==> config.mk <==
export PLATFORM = sky130hd
export DESIGN_NAME = ws2812b_pixel_stream
export DESIGN_NICKNAME = d
export VERILOG_FILES = /design/src/rtl/ws2812b_pixel_stream.sv
export SDC_FILE = /design/constraint.sdc
export NUM_CORES = 1
export LEC_CHECK = 0
export CAP_MARGIN = 20
export CORE_ASPECT_RATIO = 1.1
export CORE_UTILIZATION = 61
export DETAILED_ROUTE_END_ITERATION = 16
export PLACE_DENSITY = 0.86
export SKIP_CTS_REPAIR_TIMING = 1
export SLEW_MARGIN = 10
export SYNTH_ARGS = -nofsm -noshare
export SYNTH_HDL_FRONTEND = slang
export SYNTH_SLANG_ARGS = --single-unit
==> constraint.sdc <==
create_clock -name clk -period 9.24 [get_ports clk]
set_input_delay 2.772 -clock clk [delete_from_list [all_inputs] [get_ports clk]]
set_output_delay 2.772 -clock clk [all_outputs]
set_load 0.005 [all_outputs]
==> src/rtl/ws2812b_pixel_stream.sv <==
// WS2812B single-wire NRZ serialiser: shifts valid/ready pixel words out MSB-first
// and inserts the chain latch gap automatically whenever the stream runs dry.
module ws2812b_pixel_stream #(
  parameter int BIT_PERIOD_CLK_COUNTS  = 62,
  parameter int CODE_0_HIGH_CLK_COUNTS = 19,
  parameter int CODE_1_HIGH_CLK_COUNTS = 39,
  parameter int PIXEL_BITS             = 24,
  parameter int RESET_CLK_COUNTS       = 2500
) (
  input  logic                  clk,
  input  logic                  rst,
  input  logic [PIXEL_BITS-1:0] pixel_data,
  input  logic                  pixel_valid,
  output logic                  pixel_ready,
  output logic                  seq,
  output logic                  busy,
  output logic                  frame_done
);

  localparam int STEP_W  = $clog2(BIT_PERIOD_CLK_COUNTS);
  localparam int BIT_W   = (PIXEL_BITS > 1) ? $clog2(PIXEL_BITS) : 1;
  localparam int LATCH_W = $clog2(RESET_CLK_COUNTS + 1);

  localparam logic [STEP_W-1:0]  STEP_LAST  = STEP_W'(BIT_PERIOD_CLK_COUNTS - 1);
  localparam logic [STEP_W-1:0]  HIGH_0     = STEP_W'(CODE_0_HIGH_CLK_COUNTS);
  localparam logic [STEP_W-1:0]  HIGH_1     = STEP_W'(CODE_1_HIGH_CLK_COUNTS);
  localparam logic [BIT_W-1:0]   BIT_LAST   = BIT_W'(PIXEL_BITS - 1);
  localparam logic [LATCH_W-1:0] LATCH_LAST = LATCH_W'(RESET_CLK_COUNTS - 1);

  typedef enum logic [1:0] {
    ST_IDLE,
    ST_SHIFT,
    ST_LATCH
  } state_e;

  state_e                state_q, state_d;
  logic [PIXEL_BITS-1:0] shreg_q, shreg_d;
  logic [STEP_W-1:0]     step_q, step_d;
  logic [BIT_W-1:0]      bit_q, bit_d;
  logic [LATCH_W-1:0]    latch_q, latch_d;
  logic                  seq_q, seq_d;
  logic                  busy_q, busy_d;
  logic                  frame_done_q, frame_done_d;
  logic                  last_cycle;
  logic                  accept;

  always_comb begin
    // NOTE: every always_comb output gets a default first so no path can infer a latch.
    state_d      = state_q;
    shreg_d      = shreg_q;
    step_d       = step_q;
    bit_d        = bit_q;
    latch_d      = latch_q;
    last_cycle   = (state_q == ST_SHIFT) && (step_q == STEP_LAST) && (bit_q == BIT_LAST);
    // Held low during rst so the source never sees a handshake the reset will discard.
    pixel_ready  = !rst && ((state_q == ST_IDLE) || last_cycle);
    accept       = pixel_ready && pixel_valid;

    unique case (state_q)
      ST_IDLE: begin
        if (accept) begin
          shreg_d = pixel_data;
          step_d  = '0;
          bit_d   = '0;
          state_d = ST_SHIFT;
        end
      end
      ST_SHIFT: begin
        if (step_q == STEP_LAST) begin
          step_d = '0;
          if (bit_q == BIT_LAST) begin
            bit_d = '0;
            if (accept) begin
              shreg_d = pixel_data;
            end else begin
              latch_d = '0;
              state_d = ST_LATCH;
            end
          end else begin
            bit_d   = bit_q + 1'b1;
            shreg_d = shreg_q << 1;
          end
        end else begin
          step_d = step_q + 1'b1;
        end
      end
      ST_LATCH: begin
        if (latch_q == LATCH_LAST) begin
          state_d = ST_IDLE;
        end else begin
          latch_d = latch_q + 1'b1;
        end
      end
      default: state_d = ST_IDLE;
    endcase

    // Outputs are computed from next-state values so the flops line up with the state they describe.
    seq_d        = (state_d == ST_SHIFT) &&
                   (step_d < (shreg_d[PIXEL_BITS-1] ? HIGH_1 : HIGH_0));
    busy_d       = (state_d != ST_IDLE);
    frame_done_d = (state_d == ST_LATCH) && (latch_d == LATCH_LAST);
  end

  always_ff @(posedge clk) begin
    // NOTE: sequential state uses non-blocking assignments so all flops update from pre-edge values.
    if (rst) begin
      state_q      <= ST_IDLE;
      shreg_q      <= '0;
      step_q       <= '0;
      bit_q        <= '0;
      latch_q      <= '0;
      seq_q        <= 1'b0;
      busy_q       <= 1'b0;
      frame_done_q <= 1'b0;
    end else begin
      state_q      <= state_d;
      shreg_q      <= shreg_d;
      step_q       <= step_d;
      bit_q        <= bit_d;
      latch_q      <= latch_d;
      seq_q        <= seq_d;
      busy_q       <= busy_d;
      frame_done_q <= frame_done_d;
    end
  end

  assign seq        = seq_q;
  assign busy       = busy_q;
  assign frame_done = frame_done_q;

endmodule

Word level (Yosys, flattened, before mapping). Cells that the tools add are included.

Add/subtract/negate cells: 3. Multipliers: 0. Divide/modulo/power cells: 0. Order comparisons: 1. Equal/unequal tests: 10. Shift operators: 0. Multiplexer cells: 23. Bitwise operators: 0. Reduce and logical (&&, ||, !) cells: 13.

Operators by type and width (count): two-way mux 24 bit (3); two-way mux 12 bit (4); case mux 24 bit (2 select lines) (1); equality test 12 bit, second input constant (2); case mux 12 bit (2 select lines) (1); two-way mux 6 bit (3); two-way mux 5 bit (3); adder 12 x 1 -> 12 bit, second input constant (1); case mux 6 bit (2 select lines) (1); two-way mux 2 bit (5); case mux 5 bit (2 select lines) (1); adder 6 x 1 -> 6 bit, second input constant (1); equality test 6 bit, second input constant (1); logical AND 1 bit (6); less-than comparator 6 bit (1); case mux 2 bit (3 select lines) (1); adder 5 x 1 -> 5 bit, second input constant (1); equality test 5 bit, second input constant (1); equality test 2 x 1 -> 1 bit, second input constant (2); equality test 2 bit, second input constant (2); nonzero test 2 bit (2); AND reduction 3 bit (1); zero test 2 bit (1); inequality test 2 x 1 -> 1 bit, second input constant (1); other kinds (4) (4).

Register bits: 52. Latch bits: 0. RAM bits: 0. ROM bits: 0. Bits of input ports: 27. Output and inout bits: 4. Logic and storage cells: 59. Memories: 0.

Logic depth before layout (Yosys ltp).
Word-level depth: 13. Depth in mapped cells: 15. Depth with buffers taken out: 14.

Least setup slack after synthesis. No wires, ideal clock.

Path kind: in2out. Start point: input rst. End point: output pixel_ready. Arrival: 3.538 ns. Required time: 6.468 ns. Path slack: 2.930 ns. Cell stages on the path: 4. Buffers on the path: 3. Path through: buf_6 -> clkbuf_1 -> buf_1 -> nor2_1.

Cells in the longest elaborated chain, start to end: 2.

RTL lines: start, declared (line 11) `input logic rst,`; zero test 1 bit (line 56) `pixel_ready = !rst && ((state_q == ST_IDLE) || last_cycle);`; logical AND 1 bit (line 56); end, declared (line 14) `output logic pixel_ready,`.

No other way between the ends.

Final worst setup path. Ends and elaborated chain as after synthesis.

==> summary.md <==
| Metric | Value |
|---|---|
| Die ar. | 5003 µm² |
| DRC Markers | 0 |
| Fmax | 144.1 MHz |
| DR vias | ~2600 |
| Register bit total from synthesis | 52 |
| Grt ovf | 0 |
| CP max stage cell | clkdlybuf4s50_1 |
| EDFF count, synth | 0 |
| Vias in the first global route | 2310 |
| Gate power share | 0.133 |
| H-tree Lvls | 2 |
| Clock Skews | slightly above 0.006 ns |
| Period utilization | 0.7512 |
| Final Hold Viols | 0 |
| Status | completed |
| Cell Rows | 25 |
| Worst-margin pin slew | approximately 0.68 ns |
| Number of routed nets with antenna violations | 0 |
| Min Hold Slack | 0.4694 ns |
| Peak supply drop | 0.08636 mV |
| Syn Inst Count | 321 |
| Asr flop ratio synth | 0 |
| Top delay family on crit path | buffers and inverters |
| CP max stage delay | 0.46 ns |
| Root buf cell | clkbuf_8 |
| Post-Syn Nets | around 360 |
| Final core utilization | 0.7487 |
| Most frequent cell on the critical path | clkdlybuf4s50_1 |
| Total Power | approximately 0.46 mW |
| Sw Ratio | 0.2477 |
| Seq pwr share | 0.510 |
| Synthesized area per cell | 8.977 µm² |
| GRT Total Usage | 0.2770 |
| Via density | around 6.6 |
| CTS max path bufs | 2 |
| Drt total wl | 6604 µm |
| Crit start category | primary input |
| Final Max Slew Viols | 0 |
| I/O Buffers | 30 |
| Die Y | ~74 µm |
| Count leader, synth | dfxtp_1 |
| Initial Util | 0.6533 |
| Worst hold path type | flop to flop |
| Routability cong. | approximately 0.87 |
| Register area share after synthesis | 0.3613 |
| Critical-path cell list | clkdlybuf4s50_1 -> buf_4 -> nor2_1 -> clkdlybuf4s50_1 |
| Setup TNS | 0 ns |
| Count of final setup violators | 0 |
| Leak | 1.093 nW |
| Worst Setup Path Type | primary input to primary output |
| Router iterations before antenna repair | 7 |
| Cts bufs inserted | 5 |
| Initial DRC Count | between 150 and 200 |
| Clock share of power | 0.357 |
| Largest net degree at the start of global routing | 36 |
| Detailed placer's ending HPWL | roughly 4400 µm |
| RSZ-0062 raised after global routing | false |
| Largest area contributor in the netlist | dfxtp_1 |
| Area contributors post-synth | dfxtp_1 (36%), o2bb2ai_1 (5.8%), a22oi_1 (5.5%), ha_1 (4.8%), nor2_1 (3.4%) |
| Layout net count | 380 |
| Power Internal | ~0.35 mW |
| Min Tclk post-route | about 7 ns |
| Clk sinks | 52 |
| Sw Pwr | 0.1139 mW |
| First-pass GRT wire length | ~11000 µm |
| CP required | 6.47 ns |
| Max FO, Critical Path | 35 |
| Drt wl/cell | 16.63 µm |
| Syn-to-layout area delta | 14.59% |
| Max_cap viols | 0 |
| Crit. End Element | primary output |
| CTS tree | done |
| Initial antenna violation count | 0 |
| Yosys top cell area share | 0.3613 |
| Clock latency at the later pin of the worst-skew pair | a little over 0.3 ns |
| Yosys cell types | between 70 and 80 |
| Worst EP arrival | 4.17 ns |
| CORE AREA | roughly 4400 µm² |
| Post-Syn Area | about 2900 µm² |
| DIE WIDTH | 67.53 µm |
| YS warnings | 0 |
| WP buf/inv | 3 |
| Ant diodes | 0 |
| Rel. slew slack | 0.5446 |
| Fill cells | 340 |
| Synth Flop Type | dfxtp_1 |
| I/O Pins | 31 |
| Share of cells above drive strength 1 | 0.1020 |
| PwrDens | approximately 140 nW/µm² |
| Reg clk slew, reported paths | about 0.090 ns |
| Commonest cells post-synth | dfxtp_1 (52), nor2_1 (26), nand2_1 (22) |
-- per-layer routing --
metal  global-route usage  vias to the layer above  share of wire  wire, µm
met4              0.09220                        0          0.014        91
li1                     -                     1284              -         -
met1               0.3614                     1193           0.45      2969
met3              0.05368                       13          0.072       475
met2               0.4543                      121           0.46      3067
met5                    0                        -              0         0
-- power groups by stage --
stage               logic (mW)  registers [mW]  clock network, mW
global route            0.0673           0.235              0.175
global placement        0.0596           0.239                  0
finish                  0.0611           0.234              0.164
CTS                     0.0609           0.234              0.166
floorplan               0.0399           0.238                  0
detailed placement      0.0603           0.239                  0
-- layout make-up --
cell class	instances	area (µm²)	area share
clock buffer	6	82.58	0.02501
timing repair buffer	33	322.8	0.09776
sequential	52	1041	0.3153
multi-input combinational	240	1712	0.5184
tap	54	67.56	0.02046
inverter	10	37.54	0.01137
clock inverter	2	38.79	0.01175
-- state kept, by name (all words and copies together), names as in the netlist --
register and flops:
bit_q 5, busy 1, frame_done 1, latch_q 12, seq 1, shreg_q 24
state_q 2, step_q 6
-- cells by family after synthesis --
| group | synth area share |
|---|---|
| buf+inv | 0.04646 |
| mux | 0.003908 |
| flops | 0.3613 |
| fa+ha+maj | 0.04776 |
| simple gates | 0.2367 |
| compound gates | 0.3040 |
-- per-stage QoR --
step,instances,setup slack [ns],area [µm²]
2_1_floorplan,321,2.930,2882
3_3_place_gp,389,2.335,3181
3_5_place_dp,389,2.320,3181
4_1_cts,397,2.315,3302
5_1_grt,397,2.242,3302
6_report,397,2.299,3302
-- cell usage in the layout (no fill, tap or decap), drive strengths merged, types with 2 or more instances in the layout --
| cell type | count |
|---|---|
| nor4 | 4 |
| and4b | 3 |
| inv | 10 |
| o31a | 2 |
| and4 | 2 |
| nand3 | 12 |
| or4 | 2 |
| a31oi | 6 |
| buf | 3 |
| nand2 | 22 |
| nor3 | 10 |
| a41oi | 3 |
| clkbuf | 6 |
| and2 | 2 |
| nor2 | 26 |
| and3 | 3 |
| clkdlybuf4s50 | 30 |
| a21oi | 21 |
| o41ai | 4 |
| nand4b | 3 |
| nand2b | 2 |
| nor4b | 3 |
| nor3b | 3 |
| nor2b | 7 |
| or2 | 3 |
| a22oi | 21 |
| o21a | 2 |
| dfxtp | 52 |
| o211ai | 3 |
| o2bb2ai | 19 |
| o21ai | 12 |
| nand4 | 5 |
| ha | 11 |
| a222oi | 4 |
| o31ai | 3 |
-- worst register-to-register path, delay by kind of cell, from the launching register on --
family	cells	cell delay [ns]
AO/OA/AOI/OAI	3	1.06
adder cells (fa/ha/maj)	2	0.95
buffers and inverters	1	0.10
flip-flops	1	0.43
AND/OR/NAND/NOR	7	0.92
-- path summary, 6_finish.rpt --
check	start	to	slack [ns]	depth (start not counted)
worst min-delay path	shreg_q[4]	shreg_q[4]	0.47	1
worst min register to register	shreg_q[4]	shreg_q[4]	0.47	1
worst max register to register	state_q[0]	seq	5.67	13
worst max-delay path	rst	pixel_ready	2.30	4
No activity file was read; power rests on OpenSTA's default activity.
